**src/rtl/imem_program_loader.sv**
```systemverilog
// Instruction-memory program loader: streams N words into addresses 0..N-1, then
// verifies a trailing checksum word before raising ready for the core.
module imem_program_loader #(
  parameter int SIZE_IM = 32,
  parameter int ADDR_W  = 16,
  parameter int DATA_W  = 16
) (
  input  logic              clk,
  input  logic              reset_n,
  input  logic              load_start,
  input  logic [5:0]        load_len,
  input  logic              in_valid,
  input  logic [DATA_W-1:0] in_data,
  output logic              in_ready,
  output logic              mem_we,
  output logic [ADDR_W-1:0] mem_addr,
  output logic [DATA_W-1:0] mem_wdata,
  output logic              ready,
  output logic              busy,
  output logic              error,
  output logic [5:0]        words_loaded,
  output logic [2:0]        state_dbg
);

  // Handshake: a stream beat transfers on a rising clk edge where in_valid && in_ready.
  // in_ready is registered and high only in LOAD and CHECK; in_valid may drop at any time.

  localparam logic [2:0] ST_IDLE  = 3'd0;
  localparam logic [2:0] ST_LOAD  = 3'd1;
  localparam logic [2:0] ST_CHECK = 3'd2;
  localparam logic [2:0] ST_DONE  = 3'd3;
  localparam logic [2:0] ST_ERROR = 3'd4;

  localparam logic [5:0] MAX_LEN = 6'(SIZE_IM);

  logic [2:0]        state;
  logic [5:0]        count;
  logic [5:0]        len_q;
  logic [DATA_W-1:0] sum;
  logic              beat;
  logic              len_ok;
  logic [DATA_W-1:0] sum_next;

  assign beat         = in_valid && in_ready;
  assign len_ok       = (load_len != 6'd0) && (load_len <= MAX_LEN);
  assign sum_next     = sum + in_data;
  assign words_loaded = count;
  assign state_dbg    = state;

  // Outputs are updated alongside the state so each one is a plain register.
  always_ff @(posedge clk or negedge reset_n) begin
    if (!reset_n) begin
      state     <= ST_IDLE;
      count     <= '0;
      len_q     <= '0;
      sum       <= '0;
      in_ready  <= 1'b0;
      mem_we    <= 1'b0;
      mem_addr  <= '0;
      mem_wdata <= '0;
      ready     <= 1'b0;
      busy      <= 1'b0;
      error     <= 1'b0;
    end else begin
      mem_we <= 1'b0;
      case (state)
        ST_IDLE, ST_DONE, ST_ERROR: begin
          if (load_start) begin
            ready <= 1'b0;
            if (len_ok) begin
              state    <= ST_LOAD;
              count    <= '0;
              sum      <= '0;
              len_q    <= load_len;
              error    <= 1'b0;
              in_ready <= 1'b1;
              busy     <= 1'b1;
            end else begin
              state <= ST_ERROR;
              error <= 1'b1;
            end
          end
        end
        ST_LOAD: begin
          if (beat) begin
            mem_we    <= 1'b1;
            mem_addr  <= ADDR_W'(count);
            mem_wdata <= in_data;
            sum       <= sum_next;
            count     <= count + 6'd1;
            if (count == len_q - 6'd1) begin
              state <= ST_CHECK;
            end
          end
        end
        ST_CHECK: begin
          if (beat) begin
            in_ready <= 1'b0;
            busy     <= 1'b0;
            if (sum_next == '0) begin
              state <= ST_DONE;
              ready <= 1'b1;
            end else begin
              state <= ST_ERROR;
              error <= 1'b1;
            end
          end
        end
        default: begin
          state    <= ST_IDLE;
          in_ready <= 1'b0;
          busy     <= 1'b0;
        end
      endcase
    end
  end

endmodule

```
**config.mk**
```make
export PLATFORM = sky130hd
export DESIGN_NAME = imem_program_loader
export DESIGN_NICKNAME = d
export VERILOG_FILES = /design/src/rtl/imem_program_loader.sv
export SDC_FILE = /design/constraint.sdc
export NUM_CORES = 1
export LEC_CHECK = 0
export BUFFER_PORTS_ARGS = -buffer_cell sky130_fd_sc_hd__buf_2
export CAP_MARGIN = 5
export CORE_ASPECT_RATIO = 2
export CORE_MARGIN = 5
export CORE_UTILIZATION = 35
export DETAILED_ROUTE_END_ITERATION = 12
export GPL_TIMING_DRIVEN = 0
export PLACE_DENSITY = 0.62
export SYNTH_ARGS = -nofsm -noshare
export SYNTH_HDL_FRONTEND = slang
export SYNTH_SLANG_ARGS = --single-unit
```
**constraint.sdc**
```tcl
create_clock -name clk -period 3.3 [get_ports clk]
set_input_delay 0.165 -clock clk [delete_from_list [all_inputs] [get_ports clk]]
set_output_delay 0.165 -clock clk [all_outputs]
set_load 0.05 [all_outputs]
```
Word-level counts from Yosys, hierarchy flattened. Cells that the tools add are included.

Logic and storage cells: 72. Output and inout bits: 46. Register bits after elaboration: 57.

$add $sub $neg: 3. Mux-type cells: 30. Reductions and logical operators: 15. Eq/ne operators: 12. Order comparisons: 1. Bitwise logic cells: 1.

Operators with widths (count): 2-to-1 mux 16 bit (3); one-hot mux 16 bit (2 select lines) (1); AND reduction 4 bit (5); 2-to-1 mux 3 bit (6); 2-to-1 mux 6 bit (3); adder 16 bit (1); logical NOT 16 bit (1); inequality test 2 bit, second input constant (7); 2-to-1 mux 1 bit (12); one-hot mux 6 bit (2 select lines) (1); one-hot mux 3 bit (3 select lines) (1); adder 6 x 1 -> 6 bit, second input constant (1); equality test 3 x 2 -> 1 bit, second input constant (2); equality test 6 bit (1); <= comparator 6 bit, second input constant (1); nonzero test 6 bit (1); subtractor 6 x 1 -> 6 bit, second input constant (1); one-hot mux 1 bit (2 select lines) (2); nonzero test 2 bit (2); equality test 3 x 1 -> 1 bit, second input constant (1); equality test 3 bit, second input constant (1); logical NOT 3 bit (1); one-hot mux 1 bit (3 select lines) (1); AND reduction 3 bit (1); other kinds (4) (5).

Logic depth before layout (Yosys ltp). Gate-level depths: netlist of run 1.

Word-level depth: 5. Depth in mapped cells: 10.

Least setup slack after synthesis of run 1. Ideal clock, no wire load.

Kind: reg-to-reg. Start point: register sum[0]. End point: register ready. Period minus slack after synthesis: 2.763 ns. Library setup time: 0.067 ns. Stages on the path, launching flop included: 11. Buffers on the path: 0. Required time: 3.233 ns. Arrival time: 2.696 ns. Path slack: 0.537 ns. Cell sequence: dfrtp_1 ha_1 fa_1 a21oi_2 o2111ai_2 a221oi_2 xor2_1 and4b_1 nand4_2 nor4b_4 a32o_2.

Longest elaborated chain between the ends: 4.

Ends and longest elaborated chain: from (decl) (line 39) `logic [DATA_W-1:0] sum;`; from (signal assigned) (line 89) `sum <= sum_next;`; adder 16 bit (line 46) `assign sum_next = sum + in_data;`; logical NOT 16 bit (line 100) `if (sum_next == '0) begin`; inequality test 2 bit (no line); AND reduction 4 bit (no line); to (signal assigned) (line 61) `ready <= 1'b0;`; to (signal assigned) (line 69) `ready <= 1'b0;`; to (signal assigned) (line 102) `ready <= 1'b1;`; to (decl) (line 18) `output logic ready,`.

No other way between the ends. A chain may end at the register's enable or synchronous reset.

Final worst setup path of run 1. Same ends and word-level chain as after synthesis.

==> run metrics, run 1 <==
outcome completed; CTS tree built; GPL Wtd Cong 0.835; Power Density 956 mW/mm2; fin crit period 3.19 ns; Final Cycle Share 96.5%; Total Routed Length 8790 um; # IOs 72; Setup-failing EPs final 0; busiest layer in global routing met2; grt met3 use 2.18%; grt met2 use 29.0%; Async S/R FF share, synth 100%; unrepaired setup endpoints after global routing false; Placement Cell Area 0.00384 mm2; remaining antenna violation count 0; # Max-Cap Violations 0; critical path required time 3.57 ns; vias in the first global route 2963; synthesized cell area 0.00337 mm2; nets 502; Starting DRT DRC Count 133; Slew HR 49.1%; clock sink count 57; Layout area overhead 24.9%; largest net degree at the start of global routing 58; synthesized flop and latch total 57; CTS buffer count 9; H-tree Lvls 3; share of cells above drive strength 1 23.5%; Yosys top cell by area dfrtp_1; post-synthesis cell type count 59; die height 149 um; Final Hold Vio Count 0; dpl ws 0.109 ns; post-synthesis sequential area ratio 42.4%; Core ar. 0.00938 mm2; DRC Markers 0; Remaining Overflow, GRT 0; Ys Warns 0; M1 GR Usage 16.4%; antenna violations before repair 0; clk buf depth 2; share of the synthesized area in the top cell type 42.4%; Die Width 79.4 um; Synth Flop Type dfrtp_1; Avg Synthesized Cell Area 8.98 um2; Die Footprint 0.0118 mm2; Design Area, Final 0.00421 mm2; Critical Path, Cell by Cell ha_1 > fa_1 > a21oi_2 > o2111ai_2 > a221oi_2 > xor2_1 > and4b_1 > nand4_2 > nor4b_4 > a32o_2; Post-synth EDFFs 0; slowest stage cell, crit path fa_1; slew of the pin with the lowest slew margin 0.763 ns; per-cell routed wire length 15.5 um; Fmax 314 MHz; Leak Pwr 2.16 nW; crit end category register; n_diodes 0; Rows 50; DR pass1 iterations 4; HPWL Detailed 6630 um; Total GRT Usage 15.4%; I/O Buffers 61; Vias/cell 5.14; Synth Instances 375; startpoint types register; Skew-Pair Late Insertion Delay 0.34 ns; VDD IR-drop max 0.506 mV; Initial Util 35.9%; Final Max Tran Viols 0; CP max FO 5; top cells by area, synth dfrtp_1, nand2_1, ha_1; Worst-path clk slew 0.06 ns; final worst slack 0.114 ns; CP arrival 3.46 ns; worst hold-check path type input port to register; Vias 2915; Fin Clk Skew 0.00706 ns; Worst path max stage delay 0.43 ns; critical path class register to register; setup tns final 0 ns; clock root buffer clkbuf_16; first-pass GRT wire length 14200 um; Fill cells 925
[final timing paths]
path                                       to          from  slack [ns]  cells past startpoint
worst min-delay path            mem_wdata[13]   in_data[13]        0.04                      3
max in group asynchronous        state_dbg[2]       reset_n        2.35                      2
worst max-delay path                    ready        sum[0]        0.11                     10
worst max register to register          ready        sum[0]        0.11                     10
min in group asynchronous       mem_wdata[10]       reset_n        0.43                      2
worst min register to register   mem_wdata[9]  mem_wdata[9]        0.47                      2
[placed cells by master (no fill, tap or decap), types with 3 or more instances in the layout]
cell type / Yosys / final
nand2_1: 102 / 102
buf_2: 1 / 61
dfrtp_1: 57 / 57
xnor2_1: 20 / 20
nor2_1: 17 / 17
ha_1: 17 / 17
o21ai_0: 16 / 15
a21oi_1: 14 / 14
buf_4: 11 / 13
clkbuf_1: 10 / 10
conb_1: 1 / 10
inv_1: 9 / 9
o22ai_1: 9 / 9
clkbuf_16: 0 / 9
xor2_1: 8 / 8
nor3_1: 7 / 7
a21o_1: 6 / 6
nand4_1: 5 / 5
mux2_2: 4 / 4
a211oi_1: 4 / 4
o211ai_1: 4 / 4
o21bai_1: 4 / 4
nand3_1: 3 / 3
a31oi_1: 3 / 3
bufinv_16: 0 / 3
[power by group]
group	leakage [nW]	internal (mW)	switching [mW]
registers	0.748	0.921	0.170
clock network	0.171	0.745	0.364
logic	1.25	0.601	1.22
[critical path, delay by kind of cell, from the launching register on]
kind	cells	cell delay, ns
flip-flops	1	0.38
XOR/XNOR	1	0.23
adder cells (fa/ha/maj)	2	0.66
AND/OR/NAND/NOR	3	0.79
AO/OA/AOI/OAI	4	1.06
[stage by stage]
step | utilization [%] | std cells | power (mW) | hold WS (ns)
after floorplan | - | 384 | 2.49 | -0.131
after global routing | 44.8 | 567 | 4.26 | 0.0530
after detailed placement | 40.9 | 549 | 2.91 | 0.391
after global placement | 40.9 | 549 | 2.88 | 0.387
after CTS | 44.6 | 565 | 4.04 | 0.0414
final | 44.8 | 567 | 4.02 | 0.0431
[repair_timing]
action / CTS / global route
hold buffers: 0 / 1
endpoints found under the hold margin: 0 / 57
resized for setup: 0 / 1
endpoints found under the setup margin: 0 / 2
setup buffers: 0 / 1
[layer usage]
| layer | vias to the layer above | wire length (um) |
|---|---|---|
| met5 | - | 0 |
| met4 | 0 | 126 |
| met3 | 10 | 257 |
| met2 | 51 | 4940 |
| met1 | 1402 | 3460 |
| li1 | 1452 | - |
[cell type report]
class,instances,area [um2],share of cell area (%)
Buffer,25,144,3.42
Clock buffer,9,225,5.35
Clock inverter,7,125,2.97
Inverter,9,33.8,0.803
Multi-Input combinational cell,293,1800,42.7
Sequential cell,57,1430,33.9
Tap cell,104,130,3.09
Timing Repair Buffer,63,325,7.73
[Yosys cell counts, drive strengths merged, types with 2 or more instances]
cell	number
ha	17
a221oi	2
mux2	4
dfrtp	57
or2	2
nor4	2
o22ai	9
a22o	2
o2111ai	2
o21ai	19
nor3	7
nand2	102
nor2b	2
nand4	6
o211ai	4
inv	9
xnor2	20
a21o	8
o21bai	4
nand3	3
a21oi	15
nor2	17
clkbuf	10
a31oi	3
buf	15
a211oi	4
xor2	8
[registers in the layout, summed over array words and instances, names as in the netlist]
name,flops
state_dbg,3
len_q,6
mem_addr,6
busy,1
words_loaded,6
error,1
mem_we,1
mem_wdata,16
ready,1
sum,16
[logic make-up after synthesis]
group           count (synthesis)  share of synthesized area, %
buf+inv                        34                          5.28
mux                             4                          1.34
xor+xnor                       28                          7.28
fa+ha+maj                      18                          6.91
other cells                     1                         0.111
simple gates                  151                          19.9
flops                          57                          42.4
compound gates                 82                          16.8
Note: power is estimated with default switching activity, not from simulation.
==> run 2, diff against run 1 <==
--- a/config.mk
+++ b/config.mk
@@ -9,10 +9,10 @@
 export CAP_MARGIN = 5
 export CORE_ASPECT_RATIO = 2
 export CORE_MARGIN = 5
-export CORE_UTILIZATION = 35
+export CORE_UTILIZATION = 51
 export DETAILED_ROUTE_END_ITERATION = 12
 export GPL_TIMING_DRIVEN = 0
-export PLACE_DENSITY = 0.62
+export PLACE_DENSITY = 0.82
 export SYNTH_ARGS = -nofsm -noshare
 export SYNTH_HDL_FRONTEND = slang
 export SYNTH_SLANG_ARGS = --single-unit
==> run metrics, run 2 (synthesis results as in run 1) <==
Layout area overhead 23.9% (was 24.9%); setup tns final 0 ns (unchanged); Total GRT Usage 19.7% (was 15.4%); hold path cells 3 (unchanged); uppermost layer routed met4 (unchanged); HPWL Detailed 5690 um (was 6630 um); Crit Reg-Reg Endpoint ready (unchanged); Final Cycle Share 95.1% (was 96.5%); # IOs 72 (unchanged); Final Hold Vio Count 0 (unchanged); CP arrival 3.40 ns (was 3.46 ns); FF-to-FF setup slack 0.16 ns (was 0.11 ns); Final Power 3.97 mW (was 4.02 mW); Initial Util 51.7% (was 35.9%); share of cells above drive strength 1 23.4% (was 23.5%); outcome completed (unchanged); fin crit period 3.14 ns (was 3.19 ns); Starting DRT DRC Count 260 (was 133); VDD IR-drop max 0.577 mV (was 0.506 mV); Slew HR 52.6% (was 49.1%); post-cts sizing count 0 (unchanged); clock root buffer clkbuf_16 (unchanged); startpoint types register (unchanged); largest net degree at the start of global routing 58 (unchanged); # Max-Cap Violations 0 (unchanged); Vias/cell 5.39 (was 5.14); metal3 WL 482 um (was 257 um); remaining antenna violation count 0 (unchanged); Worst-path clk slew 0.05 ns (was 0.06 ns); CTS buffer count 9 (unchanged); commonest non-fill, non-tap cell in the layout nand2_1 (unchanged); final cell count without fillers 550 (was 567); worst hold-check path type input port to register (unchanged); Total Routed Length 7970 um (was 8790 um); antenna violations before repair 0 (unchanged); final hold slack 0.0502 ns (was 0.0431 ns); die height 125 um (was 149 um); Critical Path, Cell by Cell ha_1 > fa_1 > a21oi_2 > o2111ai_2 > a221oi_2 > xor2_1 > and4b_1 > nand4_2 > nor4b_4 > a32o_2 (unchanged); clk buf depth 2 (unchanged); H-tree Lvls 3 (unchanged); vias in the first global route 2853 (was 2963); Leak Pwr 2.16 nW (about the same); Min-Delay Startpoint in_data[12] (was in_data[13]); Final Max Tran Viols 0 (unchanged); Core Util, Final 64.0% (was 44.8%); Die Width 67.5 um (was 79.4 um); Remaining Overflow, GRT 0 (unchanged); FF-to-FF path depth 10 (unchanged); crit end category register (unchanged); clock sink count 57 (unchanged); CP max FO 5 (unchanged); DRC Markers 0 (unchanged); critical path required time 3.56 ns (was 3.57 ns); Worst path max stage delay 0.44 ns (was 0.43 ns); dpl cells 533 (was 549); n_diodes 0 (unchanged); Fin Clk Skew 0.00698 ns (was 0.00706 ns); Rows 42 (was 50); wire length on met1 3360 um (was 3460 um); per-cell routed wire length 14.5 um (was 15.5 um); slowest stage cell, crit path nor4b_4 (was fa_1); Regs by FF count mem_wdata: 16 flops, sum: 16 flops (unchanged); GPL Wtd Cong 0.882 (was 0.835); Skew-Pair Late Insertion Delay 0.32 ns (was 0.34 ns); Power Density 953 mW/mm2 (was 956 mW/mm2); Fmax 319 MHz (was 314 MHz); DR pass1 iterations 4 (unchanged); CTS tree built (unchanged); Setup-failing EPs final 0 (unchanged); start of the worst register-to-register path sum[0] (unchanged); critical path class register to register (unchanged); unrepaired setup endpoints after global routing false (unchanged); slew of the pin with the lowest slew margin 0.711 ns (was 0.763 ns); Vias 2965 (was 2915); first-pass GRT wire length 13000 um (was 14200 um); nets 501 (was 502); commonest cells after routing, fill and taps aside nand2_1, buf_2, dfrtp_1 (unchanged); Core ar. 0.00652 mm2 (was 0.00938 mm2); I/O Buffers 61 (unchanged); Die Footprint 0.00843 mm2 (was 0.0118 mm2); met2 wire len 4020 um (was 4940 um); Hold EP mem_wdata[12] (was mem_wdata[13])
[run 2: changes by cell type in the layout (fill, tap and decap cells not counted), sizes merged]
cell,delta
clkbuf,+1
inv,-2
buf,-1
clkinv,+1
[run 2: per-layer routing]
layer  vias to the layer above  global-route usage (%)
met4                         0                    6.58
met2                        94                    31.6
li1                       1451                       -
met5                         -                       0
met3                        11                    4.96
met1                      1409                    25.4
[run 2: worst max-delay path by stage]
stage,end,depth (start not counted),from
after floorplan,ready,10,sum[0]
after global placement,ready,10,sum[0]
after detailed placement,ready,10,sum[0]
after CTS,ready,10,sum[0]
after global routing,state_dbg[2],10,sum[0]
final,ready,10,sum[0]
[run 2: critical path, delay by kind of cell, from the launching register on]
kind	cells	cell delay (ns)
compound gates	4	1.01
simple gates	3	0.80
fa+ha+maj	2	0.66
flops	1	0.38
xor+xnor	1	0.22
[run 2: report_power, final]
| group | switching (mW) | internal (mW) |
|---|---|---|
| Sequential | 0.165 | 0.922 |
| Combinational | 1.23 | 0.595 |
| Clock | 0.312 | 0.752 |
[run 2: cell type report]
cell class                 count  area [um2]
buffer                        25         144
clock buffer                  10         239
clock inverter                 6         105
fill                         550        2340
inverter                       9        33.8
multi-input combinational    293        1800
sequential                    57        1430
tap                           88         110
timing repair buffer          62         318
[run 2: what timing repair did]
item,CTS,global route
hold buffers,0,1
endpoints found under the hold margin,0,57
setup buffers,0,0
[run 2: stage by stage]
step | setup slack (ns) | area [um2]
CTS | 0.186 | 4160
global placement | 0.204 | 3820
detailed placement | 0.201 | 3820
global route | 0.0256 | 4170
floorplan | 0.537 | 3400
finish | 0.162 | 4170
==> run 3, diff against run 2 <==
--- a/config.mk
+++ b/config.mk
@@ -9,10 +9,10 @@
 export CAP_MARGIN = 5
 export CORE_ASPECT_RATIO = 2
 export CORE_MARGIN = 5
-export CORE_UTILIZATION = 51
+export CORE_UTILIZATION = 50
 export DETAILED_ROUTE_END_ITERATION = 12
 export GPL_TIMING_DRIVEN = 0
-export PLACE_DENSITY = 0.82
+export PLACE_DENSITY = 0.84
 export SYNTH_ARGS = -nofsm -noshare
 export SYNTH_HDL_FRONTEND = slang
 export SYNTH_SLANG_ARGS = --single-unit
==> constraint.sdc (replaced) <==
create_clock -name clk -period 2.8 [get_ports clk]
set_input_delay 0.14 -clock clk [delete_from_list [all_inputs] [get_ports clk]]
set_output_delay 0.14 -clock clk [all_outputs]
set_load 0.05 [all_outputs]
==> run metrics, run 3 (synthesis results as in run 1) <==
H-tree Lvls 3 (unchanged); DR pass1 iterations 4 (unchanged); failing checks setup timing; setup tns final -0.193 ns (was 0 ns); clk buf depth 2 (unchanged); Die Footprint 0.00857 mm2 (was 0.00843 mm2); FF-to-FF path depth 10 (unchanged); commonest cells after routing, fill and taps aside nand2_1, buf_2, dfrtp_1 (unchanged); Power Density 1120 mW/mm2 (was 953 mW/mm2); Skew-Pair Late Insertion Delay 0.34 ns (was 0.32 ns); Crit Reg-Reg Endpoint ready (unchanged); Layout area overhead 24.3% (was 23.9%); Setup-failing EPs final 5 (was 0); Total GRT Usage 22.8% (was 19.7%); crit end category register (unchanged); Core Util, Final 63.2% (was 64.0%); Regs by FF count mem_wdata: 16 flops, sum: 16 flops (unchanged); Rows 42 (unchanged); clock sink count 57 (unchanged); largest net degree at the start of global routing 58 (unchanged); hold path cells 3 (unchanged); CTS buffer count 9 (unchanged); clock root buffer clkbuf_16 (unchanged); antenna violations before repair 0 (unchanged); Core ar. 0.00662 mm2 (was 0.00652 mm2); outcome complete, but fails checks (was completed); share of cells above drive strength 1 24.1% (was 23.4%); remaining antenna violation count 0 (unchanged); Die Width 68.0 um (was 67.5 um); worst hold-check path type input port to register (unchanged); Min-Delay Startpoint in_data[8] (was in_data[12]); Fin Clk Skew 0.00716 ns (was 0.00698 ns); Initial Util 50.9% (was 51.7%); Final Max Tran Viols 0 (unchanged); Total Routed Length 8960 um (was 7970 um); dpl ws -0.228 ns (was 0.201 ns); Final Power 4.67 mW (was 3.97 mW); Final Hold Vio Count 0 (unchanged); CP max FO 5 (unchanged); per-cell routed wire length 16.2 um (was 14.5 um); critical path class register to register (unchanged); Remaining Overflow, GRT 0 (unchanged); # IOs 72 (unchanged); first-pass GRT wire length 14800 um (was 13000 um); Slew HR 51.0% (was 52.6%); I/O Buffers 61 (unchanged); GPL Wtd Cong 0.889 (was 0.882); # Max-Cap Violations 0 (unchanged); commonest non-fill, non-tap cell in the layout nand2_1 (unchanged); Worst-path clk slew 0.05 ns (about the same); Vias/cell 5.44 (was 5.39); Leak Pwr 2.15 nW (was 2.16 nW); slew of the pin with the lowest slew margin 0.735 ns (was 0.711 ns); fin crit period 2.86 ns (was 3.14 ns); HPWL Detailed 6560 um (was 5690 um); Vias 3001 (was 2965); Fill cells 564 (was 550); DRC Markers 0 (unchanged); nets 504 (was 501); die height 126 um (was 125 um); unrepaired setup endpoints after global routing true (was false); start of the worst register-to-register path sum[0] (unchanged); startpoint types register (unchanged); Hold EP mem_wdata[8] (was mem_wdata[12]); final worst slack -0.0594 ns (was 0.162 ns); CTS tree built (unchanged); Starting DRT DRC Count 162 (was 260); FF-to-FF setup slack -0.06 ns (was 0.16 ns); n_diodes 0 (unchanged); CP arrival 3.14 ns (was 3.40 ns); Final Cycle Share 102% (was 95.1%); critical path required time 3.08 ns (was 3.56 ns); vias in the first global route 3170 (was 2853); VDD IR-drop max 0.525 mV (was 0.577 mV); Fmax 350 MHz (was 319 MHz)
==> run 3: cell types whose count changed in the layout (fill, tap and decap cells not counted), sizes merged <==
cell and delta:
clkinv -2, clkinvlp +2, bufinv -1, buf +3
==> run 3: critical path: stages (launching register included) <==
cell       delay (ns)
dfrtp_1          0.40
ha_4             0.17
fa_2             0.36
a21oi_2          0.18
o2111ai_2        0.20
a221oi_2         0.32
xor2_1           0.20
and4b_1          0.24
nand4_2          0.14
nor4b_4          0.36
a32o_2           0.22
==> run 3: worst max-delay path by stage <==
| stage | startpoint | endpoint | slack, ns | cells past startpoint |
|---|---|---|---|---|
| final | sum[0] | ready | -0.06 | 10 |
| after CTS | sum[0] | ready | -0.03 | 10 |
| after global routing | sum[0] | ready | -0.22 | 10 |
| after detailed placement | sum[0] | ready | -0.23 | 10 |
| after global placement | sum[0] | ready | -0.21 | 10 |
| after floorplan | sum[0] | ready | 0.04 | 10 |
==> run 3: layout make-up <==
| cell class | count | area (um2) | share of cell area [%] |
|---|---|---|---|
| well taps | 88 | 110 | 2.63 |
| repair buffers | 65 | 340 | 8.13 |
| inverters | 9 | 33.8 | 0.807 |
| clock buffers | 10 | 239 | 5.71 |
| flip-flops and latches | 57 | 1430 | 34.1 |
| plain buffers | 25 | 144 | 3.44 |
| clock inverters | 5 | 80.1 | 1.91 |
| multi-input cells | 293 | 1810 | 43.3 |
==> run 3: per-stage QoR <==
step                      hold WS [ns]  instances  area [um2]
after floorplan                 -0.156        384        3400
after global placement           0.358        533        3820
after detailed placement         0.366        533        3820
after CTS                       0.0123        551        4170
after global routing            0.0379        552        4190
final                           0.0182        552        4190
==> run 3: power breakdown <==
part | leakage, nW | internal, mW | switching, mW
clock network | 0.151 | 0.794 | 0.379
logic | 1.25 | 0.729 | 1.47
registers | 0.748 | 1.09 | 0.211
total | 2.15 | 2.61 | 2.06
==> run 3: what timing repair did <==
| item | CTS | global route |
|---|---|---|
| resized for setup | 5 | 0 |
| pin swaps | 11 | 1 |
| setup endpoints to repair | 5 | 5 |
| buffers inserted | 3 | 0 |
| hold buffers | 0 | 1 |
| endpoints found under the hold margin | 0 | 57 |
==> run 3: per-layer routing <==
metal / GRT usage [%] / part of all wire, %
met5: 0 / 0
met4: 14.1 / 3.6
met2: 38.6 / 56
met1: 24.4 / 36
met3: 5.44 / 4.6
